## src/rtl/aos_sr_txn_ctrl_pkg.sv

```systemverilog
// aos_sr_txn_ctrl_pkg: soft-register request/response types and the error payload.
package AMITypes;
  typedef struct packed {
    logic        valid;
    logic        is_write;
    logic [31:0] addr;
    logic [63:0] data;
  } SoftRegReq;
  typedef struct packed {
    logic        valid;
    logic [63:0] data;
  } SoftRegResp;
endpackage

package AOSF1Types;
  localparam logic [63:0] SR_ERR_DATA = 64'hDEAD_BEEF_DEAD_BEEF;
endpackage

```

## src/rtl/aos_sr_txn_ctrl_fifo.sv

```systemverilog
// HullFIFO: show-ahead synchronous FIFO holding 2**LOG_DEPTH entries.
module HullFIFO #(
  parameter int WIDTH     = 8,
  parameter int LOG_DEPTH = 2
) (
  input  logic             clk,
  input  logic             reset_n,
  input  logic             wr_en,
  input  logic [WIDTH-1:0] wr_data,
  output logic             full,
  input  logic             rd_en,
  output logic [WIDTH-1:0] rd_data,
  output logic             empty
);
  localparam int DEPTH = 1 << LOG_DEPTH;
  logic [WIDTH-1:0] mem_q [DEPTH];
  logic [LOG_DEPTH:0] wr_ptr_q, wr_ptr_d, rd_ptr_q, rd_ptr_d;
  logic wr_go, rd_go;
  // pointers carry one extra wrap bit so full and empty are distinguishable
  assign full    = (wr_ptr_q ^ rd_ptr_q) == {1'b1, {LOG_DEPTH{1'b0}}};
  assign empty   = wr_ptr_q == rd_ptr_q;
  assign rd_data = mem_q[rd_ptr_q[LOG_DEPTH-1:0]];
  always_comb begin
    wr_go    = wr_en && !full;
    rd_go    = rd_en && !empty;
    wr_ptr_d = wr_go ? wr_ptr_q + (LOG_DEPTH+1)'(1) : wr_ptr_q;
    rd_ptr_d = rd_go ? rd_ptr_q + (LOG_DEPTH+1)'(1) : rd_ptr_q;
  end
  always_ff @(posedge clk) begin
    if (!reset_n) begin
      wr_ptr_q <= '0;
      rd_ptr_q <= '0;
    end else begin
      wr_ptr_q <= wr_ptr_d;
      rd_ptr_q <= rd_ptr_d;
    end
  end
  always_ff @(posedge clk) begin
    if (wr_go) mem_q[wr_ptr_q[LOG_DEPTH-1:0]] <= wr_data;
  end
endmodule

```

## src/rtl/aos_sr_txn_ctrl.sv

```systemverilog
// aos_sr_txn_ctrl: buffers host soft-register requests, forwards them to apps and
// tracks one outstanding read with timeout, synthesising error responses.
module aos_sr_txn_ctrl
  import AMITypes::*;
  import AOSF1Types::*;
#(
  parameter int SR_NUM_APPS    = 2,
  parameter int TIMEOUT_CYCLES = 1024,
  parameter int FIFO_LOG_DEPTH = 2
) (
  input  logic                   clk,
  input  logic                   rst_n,
  input  logic [SR_NUM_APPS-1:0] app_enable,
  input  SoftRegReq              host_req,
  output SoftRegResp             host_resp,
  output SoftRegReq              tree_req,
  input  SoftRegResp             tree_resp,
  output logic                   busy,
  output logic [15:0]            stat_timeouts,
  output logic [15:0]            stat_drops,
  output logic [15:0]            stat_stray
);
  typedef enum logic {IDLE, WAIT_RESP} state_e;
  localparam int AW = SR_NUM_APPS > 1 ? $clog2(SR_NUM_APPS) : 1;
  localparam int TW = $clog2(TIMEOUT_CYCLES);
  state_e state_q, state_d;
  logic [TW-1:0] timer_q, timer_d;
  SoftRegResp host_resp_q, host_resp_d;
  SoftRegReq tree_req_q, tree_req_d, head;
  logic [15:0] timeouts_q, timeouts_d, drops_q, drops_d, stray_q, stray_d;
  logic [AW-1:0] head_app;
  logic full, empty, pop, head_en;
  function automatic logic [15:0] sat_add(input logic [15:0] c, input logic [1:0] n);
    logic [16:0] s;
    s = {1'b0, c} + {15'b0, n};
    return s[16] ? 16'hFFFF : s[15:0];
  endfunction
  HullFIFO #(.WIDTH($bits(SoftRegReq)), .LOG_DEPTH(FIFO_LOG_DEPTH)) u_fifo (
    .clk    (clk),
    .reset_n(rst_n),
    .wr_en  (host_req.valid),
    .wr_data(host_req),
    .full   (full),
    .rd_en  (pop),
    .rd_data(head),
    .empty  (empty)
  );
  always_comb begin
    head_app    = (SR_NUM_APPS == 1) ? '0 : head.addr[3 +: AW];
    head_en     = app_enable[head_app];
    pop         = state_q == IDLE && !empty;
    state_d     = state_q;
    timer_d     = timer_q;
    host_resp_d = '0;
    tree_req_d  = '0;
    timeouts_d  = timeouts_q;
    stray_d     = sat_add(stray_q, {1'b0, state_q == IDLE && tree_resp.valid});
    drops_d     = sat_add(drops_q, {1'b0, host_req.valid && full} + {1'b0, pop && head.is_write && !head_en});
    if (state_q == WAIT_RESP) begin
      timer_d = timer_q + TW'(1);
      if (tree_resp.valid) begin
        host_resp_d = tree_resp;
        state_d     = IDLE;
      end else if (timer_q == TW'(TIMEOUT_CYCLES - 1)) begin
        host_resp_d = '{valid: 1'b1, data: SR_ERR_DATA};
        timeouts_d  = sat_add(timeouts_q, 2'd1);
        state_d     = IDLE;
      end
    end else if (pop) begin
      tree_req_d = head_en ? head : '0;
      if (!head.is_write && head_en) begin
        state_d = WAIT_RESP;
        timer_d = '0;
      end else if (!head.is_write) begin
        host_resp_d = '{valid: 1'b1, data: SR_ERR_DATA};
      end
    end
  end
  always_ff @(posedge clk) begin
    if (!rst_n) begin
      state_q     <= IDLE;
      timer_q     <= '0;
      host_resp_q <= '0;
      tree_req_q  <= '0;
      timeouts_q  <= '0;
      drops_q     <= '0;
      stray_q     <= '0;
    end else begin
      state_q     <= state_d;
      timer_q     <= timer_d;
      host_resp_q <= host_resp_d;
      tree_req_q  <= tree_req_d;
      timeouts_q  <= timeouts_d;
      drops_q     <= drops_d;
      stray_q     <= stray_d;
    end
  end
  assign host_resp     = host_resp_q;
  assign tree_req      = tree_req_q;
  assign busy          = state_q == WAIT_RESP;
  assign stat_timeouts = timeouts_q;
  assign stat_drops    = drops_q;
  assign stat_stray    = stray_q;
endmodule

```

## config.mk

```make
export PLATFORM = sky130hd
export DESIGN_NAME = aos_sr_txn_ctrl
export DESIGN_NICKNAME = d
export VERILOG_FILES = /design/src/rtl/aos_sr_txn_ctrl_pkg.sv /design/src/rtl/aos_sr_txn_ctrl_fifo.sv /design/src/rtl/aos_sr_txn_ctrl.sv
export SDC_FILE = /design/constraint.sdc
export NUM_CORES = 1
export LEC_CHECK = 0
export CAP_MARGIN = 0
export CORE_MARGIN = 2
export CORE_UTILIZATION = 53
export CTS_CLUSTER_SIZE = 28
export DETAILED_ROUTE_END_ITERATION = 16
export PLACE_DENSITY = 0.8
export RECOVER_POWER = 50
export SLEW_MARGIN = 10
export SYNTH_ARGS = -nofsm -noshare
export SYNTH_HDL_FRONTEND = slang
export SYNTH_SLANG_ARGS = --single-unit
```

## constraint.sdc

```tcl
create_clock -name clk -period 5.5 [get_ports clk]
set_clock_uncertainty 0.05 [all_clocks]
set_input_delay 1.1 -clock clk [delete_from_list [all_inputs] [get_ports clk]]
set_output_delay 1.1 -clock clk [all_outputs]
set_load 0.05 [all_outputs]
```

==> results.py, run 1 <==
metrics = {
    "critical_path": {
        "path_depth": 5,
        "timing.critical_path.slowest_stage_cell": "sky130_fd_sc_hd__and2_1",
        "timing.critical_path.slowest_cell_delay_ps": 1760,
        "cp_top_family": "simple AND/OR/NAND/NOR gates",
        "critical_path.startpoint": "host_req[97]",
        "crit_type": "in2reg",
        "rr_startpoint": "u_fifo.wr_ptr_q[0]",
        "capturing_instance_or_port_of_the_critical_path": "u_fifo.mem_q[3][23]",
        "worstPathMaxFanout": 40,
        "arrival_ps": 4610,
        "critical_path.cell_chain": "dlygate4sd3_1 > inv_1 > a31oi_1 > and2_1 > buf_4",
        "cp-end-kind": "flip-flop",
        "crit_reg_reg_endpoint": "u_fifo.mem_q[3][23]",
        "timing.reg2reg.setup_slack_ps": 1620,
        "cp-start-kind": "primary input",
        "r2r_cells": 4,
        "crit_required_ps": 5730,
        "cp.buffers_inverters": 3,
    },
    "timing": {
        "worst_pin_slew_ps": 2299,
        "rsz0062_at_grt": "false",
        "report.final.slew_viol_count": 146,
        "slew-limit-headroom": -0.5336,
        "final-hold-violation-count": 0,
        "layout_worst_path_cycle_share": 0.7966,
        "final-setup-viol-count": 0,
        "setup_total_negative_slack_ps": 0,
        "final.min_clock_period_ps": 4381,
        "achievable-frequency_mhz": 228.2,
    },
    "routing": {
        "antenna_left": 0,
        "wl_met1_mm": 19.55,
        "met2WireLength_mm": 25.56,
        "wl_mm": 49.67,
        "detail_route.first_pass.iterations": 5,
        "routed-via-count": 12724,
        "drc_marker_count_from_the_first_detailed_route_iteration": 882,
        "avgViaCountPerCell": 5.578,
        "routed-wl-met3_mm": 3.411,
        "top_signal_layer_used": "met5",
        "detail_route.wl_per_cell_um": 21.78,
        "detail_route.drc_violations": 0,
    },
    "clock_tree": {
        "clock_sink_count": 622,
        "tritoncts_clock_tree": "done",
        "cts_repair_resize_count": 0,
        "numCtsBuffers": 59,
        "h_tree_depth_reported_by_cts": 2,
        "cts.repair_timing.setup_buffer_count": 0,
        "cts.reportedPaths.clkPinSlew_ps": 60,
        "insertion_delay_ps": 610,
        "cts-root-to-sink-buffers": 3,
        "cts.root.buffer_cell": "sky130_fd_sc_hd__clkbuf_16",
        "postCtsHoldBufs": 0,
    },
    "synth": {
        "async_flop_share": 0,
        "synth_top_area_cell": "sky130_fd_sc_hd__edfxtp_1",
        "mappedNetlistNets": 1483,
        "synth_top_area_share": 0.5365,
        "synth_area_per_cell_um2": 16.81,
        "yosysMostFrequentCell": "sky130_fd_sc_hd__edfxtp_1",
        "synth_sequential_area_ratio": 0.7464,
        "number_of_instances_in_the_synthesized_netlist": 1305,
        "cell_types_with_the_largest_area_share_after_synthesis": "sky130_fd_sc_hd__edfxtp_1, sky130_fd_sc_hd__dfxtp_1, sky130_fd_sc_hd__mux4_2",
        "most_instantiated_cells_after_synthesis": "sky130_fd_sc_hd__edfxtp_1, sky130_fd_sc_hd__dfxtp_1, sky130_fd_sc_hd__mux4_2, sky130_fd_sc_hd__nor2b_1, sky130_fd_sc_hd__nor2_1",
        "total_standard_cell_area_after_synthesis_um2": 21940,
        "ys_types": 48,
        "synth_flop_cell": "sky130_fd_sc_hd__edfxtp_1",
        "yosysWarningCount": 0,
        "synth-seq-cells": 622,
        "synth-edff-count": 392,
    },
    "status": {
        "status": "complete, but fails checks",
        "violated_checks": "max-capacitance violations, max-slew violations",
    },
    "job": {
        "drv_cap": 4,
    },
    "final_layout": {
        "post_layout_nonfiller_instances": 2281,
        "final_standard_cell_area_without_fillers_um2": 28240,
        "drive_above_1_share": 0.1210,
        "final_core_utilization": 0.6915,
        "finish.net_count": 1872,
        "syn2layout_area_growth_pct": 28.70,
    },
    "floorplanning": {
        "start_util": 0.5374,
        "floorplan.die_area_um2": 43040,
        "fp.coreArea_um2": 40830,
        "io_pins": 379,
        "floorplan.rows": 74,
        "die_height_um": 207.5,
        "die_w_um": 207.5,
    },
    "global_routing": {
        "global_route.overflow_total": 0,
        "global_route.usage.total": 0.2279,
        "grt_antenna_before_repair": 12,
        "grt_max_degree": 72,
        "grt_pass1_wl_mm": 75.51,
        "number_of_global_route_vias_before_repair": 12857,
    },
    "placement": {
        "dpl.cell_count": 2165,
        "gpl_wtd_cong": 0.8772,
        "detailed_place_hpwl_mm": 31.00,
        "port_buffers": 378,
        "detailed_place.area_um2": 26290,
    },
    "pwr": {
        "power.total_mw": 12.77,
        "vdd_ir_drop_max_mv": 0.3534,
        "power.density_nw_per_um2": 452.1,
        "leakage_power_of_the_design_nw": 9.737,
    },
    "min_path": {
        "class_of_the_tightest_hold_or_removal_check": "reg2reg",
    },
}
worst min-delay path by stage:
stage | startpoint | depth (start not counted) | to
6_report | timer_q[0] | 1 | timer_q[0]
5_1_grt | timer_q[0] | 1 | timer_q[0]
4_1_cts | timer_q[0] | 1 | timer_q[0]
3_5_place_dp | timer_q[0] | 1 | timer_q[0]
3_3_place_gp | timer_q[1] | 2 | timer_q[1]
2_1_floorplan | timer_q[1] | 2 | timer_q[1]
final cells by class:
| type | instances | area [um2] |
|---|---|---|
| inverters | 22 | 82.58 |
| well taps | 532 | 665.6 |
| flip-flops and latches | 622 | 16380 |
| diodes | 5 | 12.51 |
| clock inverters | 36 | 344.1 |
| fillers | 2647 | 12590 |
| repair buffers | 393 | 3943 |
| multi-input cells | 596 | 5199 |
| clock buffers | 75 | 1608 |
cells in the final DEF (no fill, tap or decap), types with 12 or more instances in the layout:
master                            instances
sky130_fd_sc_hd__clkdlybuf4s50_1        195
sky130_fd_sc_hd__dlygate4sd3_1          183
sky130_fd_sc_hd__clkbuf_16               60
sky130_fd_sc_hd__mux4_2                  98
sky130_fd_sc_hd__xnor2_1                 18
sky130_fd_sc_hd__edfxtp_1               392
sky130_fd_sc_hd__o21ai_0                 56
sky130_fd_sc_hd__inv_1                   22
sky130_fd_sc_hd__dfxtp_1                228
sky130_fd_sc_hd__nand3_1                 24
sky130_fd_sc_hd__nor4_1                  13
sky130_fd_sc_hd__nor3_1                  16
sky130_fd_sc_hd__and3_1                  29
sky130_fd_sc_hd__nand4_1                 12
sky130_fd_sc_hd__a21oi_1                 39
sky130_fd_sc_hd__nand2_1                 23
sky130_fd_sc_hd__nor2b_1                 98
sky130_fd_sc_hd__nor2_1                  74
metal layers:
| metal | up-vias | track usage |
|---|---|---|
| met3 | 87 | 0.05219 |
| li1 | 5741 | - |
| met4 | 12 | 0.06749 |
| met1 | 6384 | 0.2881 |
| met5 | - | 0 |
| met2 | 500 | 0.3947 |
flip-flops by register name, indices dropped and copies added (netlist names), named ones only:
signal	cells
u_fifo.wr_ptr_q	3
timer_q	10
stat_stray	16
stat_timeouts	16
busy	1
tree_req	98
u_fifo.mem_q	392
stat_drops	16
host_resp	65
u_fifo.rd_ptr_q	3
per-stage QoR:
stage	setup WS [ps]	hold WS, ps
finish	1119	455.8
global route	833.4	484.1
CTS	1704	459.3
detailed placement	1365	438.7
global placement	1494	430.2
floorplan	1062	412.1
cell families after synthesis:
family                     Yosys count  share of synthesized area
and+or+nand+nor                    325                    0.08143
xor gates and xnor gates            28                    0.01118
muxes                              106                     0.1044
adders and majority gates           11                   0.006615
AOI/OAI and AO/OA                  126                    0.03319
DFF                                622                     0.7464
buffers and inverters               87                    0.01682
power breakdown:
part           leakage (nW)  switching (mW)  internal [mW]
logic                  3.34            1.78           1.24
registers              5.47           0.274           5.44
clock network         0.933            1.72           2.31
total                  9.74            3.78           8.99
Power figures use the tool's default switching activity.
==> inputs of run 2 (changes only) <==
Settings changed: CORE_UTILIZATION 53 to 47, PLACE_DENSITY 0.8 to 0.75.
Clock period 5.5 ns to 3.5 ns, I/O delays scaled along.
==> run 2 against run 1 <==
The run still ends with max-capacitance violations, max-slew violations left; sequential power is 54% higher; combinational power up 66%; utilization is 7.9 points lower; final cell count increased by 3.9%; global-route usage is 2.8 points lower; first-iteration DRC count rose by 14%; die area grew 13%.
==> results.py, run 2 (same netlist as run 1, synthesis figures left out) <==
metrics = {
    "status": {
        "status": "complete, but fails checks",
        "violated_checks": "max-capacitance violations, max-slew violations",
    },
    "timing": {
        "layout_worst_path_cycle_share": 0.9364,
        "slew-limit-headroom": -0.1200,
        "final-setup-viol-count": 0,
        "final.min_clock_period_ps": 3277,
        "final-hold-violation-count": 0,
        "timing.hold.ws_ps": 451.6,
        "report.final.slew_viol_count": 56,
        "worst_pin_slew_ps": 1680,
        "achievable-frequency_mhz": 305.1,
        "rsz0062_at_grt": "false",
        "setup_total_negative_slack_ps": 0,
    },
    "critical_path": {
        "crit_required_ps": 3700,
        "cp-end-kind": "flip-flop",
        "arrival_ps": 3480,
        "cp-start-kind": "primary input",
        "critical_path.cell_chain": "dlygate4sd3_1 > inv_1 > a31oi_1 > clkbuf_1 > and2_1 > clkbuf_4",
        "worstPathMaxFanout": 30,
        "timing.reg2reg.setup_slack_ps": 260,
        "cp_top_family": "buffers and inverters",
        "crit_type": "in2reg",
        "cp.buffers_inverters": 4,
        "crit_reg_reg_endpoint": "stat_drops[8]",
        "r2r_cells": 8,
        "timing.critical_path.slowest_cell_delay_ps": 890,
        "timing.critical_path.slowest_stage_cell": "sky130_fd_sc_hd__and2_1",
    },
    "routing": {
        "drc_marker_count_from_the_first_detailed_route_iteration": 1007,
        "routed-via-count": 12673,
        "detail_route.wl_per_cell_um": 20.82,
        "avgViaCountPerCell": 5.347,
        "detail_route.drc_violations": 0,
        "detail_route.first_pass.iterations": 5,
        "antenna_left": 0,
        "wl_mm": 49.34,
    },
    "clock_tree": {
        "clock_sink_count": 622,
        "cts.root.buffer_cell": "sky130_fd_sc_hd__clkbuf_16",
        "cts-root-to-sink-buffers": 3,
        "numCtsBuffers": 59,
        "cts.reportedPaths.clkPinSlew_ps": 60,
        "h_tree_depth_reported_by_cts": 2,
        "insertion_delay_ps": 620,
        "cts_repair_resize_count": 0,
        "tritoncts_clock_tree": "done",
        "postCtsHoldBufs": 0,
        "cts.repair_timing.setup_buffer_count": 0,
    },
    "placement": {
        "detailed_place.area_um2": 26550,
        "gpl_wtd_cong": 0.8595,
        "port_buffers": 378,
        "dpl.cell_count": 2252,
        "detailed_place_hpwl_mm": 31.24,
    },
    "global_routing": {
        "grt_max_degree": 97,
        "global_route.overflow_total": 0,
        "grt_antenna_before_repair": 20,
        "number_of_global_route_vias_before_repair": 12538,
        "global_route.usage.total": 0.2004,
        "grt_pass1_wl_mm": 72.66,
    },
    "pwr": {
        "comb_power_share": 0.251,
        "seq_power_share": 0.439,
        "sw_frac_of_total": 0.2933,
        "power.density_nw_per_um2": 705.4,
        "switching_power_mw": 5.873,
        "leakage_power_of_the_design_nw": 9.518,
        "p_int_mw": 14.15,
        "power.clock.fraction": 0.310,
        "vdd_ir_drop_max_mv": 0.4657,
    },
    "floorplanning": {
        "die_w_um": 220.1,
        "floorplan.rows": 79,
        "die_height_um": 220.1,
        "io_pins": 379,
        "start_util": 0.4733,
        "floorplan.die_area_um2": 48430,
        "fp.coreArea_um2": 46360,
    },
    "min_path": {
        "class_of_the_tightest_hold_or_removal_check": "reg2reg",
        "min-delay-start": "timer_q[1]",
        "holdPathEnd": "timer_q[1]",
        "worst_hold_path.num_cells": 2,
    },
    "final_layout": {
        "final_core_utilization": 0.6123,
        "final_standard_cell_area_without_fillers_um2": 28390,
        "largest_reg_flops": 392,
        "syn2layout_area_growth_pct": 29.38,
        "layout.cells.most_common_list": "sky130_fd_sc_hd__edfxtp_1, sky130_fd_sc_hd__clkdlybuf4s50_1, sky130_fd_sc_hd__dfxtp_1, sky130_fd_sc_hd__dlygate4sd3_1",
        "layout_commonest_cell": "sky130_fd_sc_hd__edfxtp_1",
        "drive_above_1_share": 0.1219,
        "post_layout_nonfiller_instances": 2370,
        "finish.net_count": 1884,
    },
    "job": {
        "drv_cap": 1,
    },
}
-- run 2: cell count changes in the layout (fill, tap and decap cells not counted), sizes merged, moves of 4 or more --
cell	before	now
buf	14	18
clkbuf	76	99
clkdlybuf4s50	195	279
clkinv	21	15
clkinvlp	8	2
dlygate4sd3	183	99
-- run 2: how the worst max path moves through the flow --
| stage | startpoint | to | cells after the start |
|---|---|---|---|
| floorplan | flip-flop | stat_drops[13] | 11 |
| global placement | app_enable[0] | stat_drops[1] | 8 |
| detailed placement | app_enable[0] | stat_drops[9] | 8 |
| CTS | flip-flop | stat_drops[8] | 8 |
| global route | host_req[97] | u_fifo.mem_q[0][9] | 6 |
| finish | host_req[97] | u_fifo.mem_q[1][6] | 6 |
-- run 2: through the flow --
stage | setup slack [ps] | power, mW
after global routing | 94.36 | 20.79
after floorplan | 463.3 | 12.36
final | 222.7 | 20.03
after global placement | 318.0 | 14.03
after CTS | 338.3 | 20.30
after detailed placement | 232.3 | 14.08
-- run 2: worst min-delay path: stages, from the launching register on --
cell	delay, ps
sky130_fd_sc_hd__dfxtp_1	330
sky130_fd_sc_hd__inv_1	50
sky130_fd_sc_hd__o21ai_0	70
-- run 2: layout make-up --
cell class                      instances  area, um2
Sequential cell                       622      16380
Tap cell                              607      759.5
Multi-Input combinational cell        596       5192
Clock buffer                           90       1728
Antenna cell                            7      17.52
Timing Repair Buffer                  405       4049
Fill cell                            3403      17970
Clock inverter                         21      175.2
Inverter                               22      82.58
-- run 2: per-layer routing --
layer  GRT usage  routed length (um)
met5           0                 140
met1      0.2458               18880
met3     0.05908                4652
met4     0.07539                1467
met2      0.3361               24200
-- run 2: power by group through the flow --
stage | Clock (mW) | Combinational [mW] | Sequential (mW)
2_1_floorplan | 0 | 2.04 | 10.3
3_3_place_gp | 0 | 5.11 | 8.92
3_5_place_dp | 0 | 5.13 | 8.95
4_1_cts | 6.34 | 5.16 | 8.80
5_1_grt | 6.61 | 5.32 | 8.86
6_report | 6.21 | 5.02 | 8.80
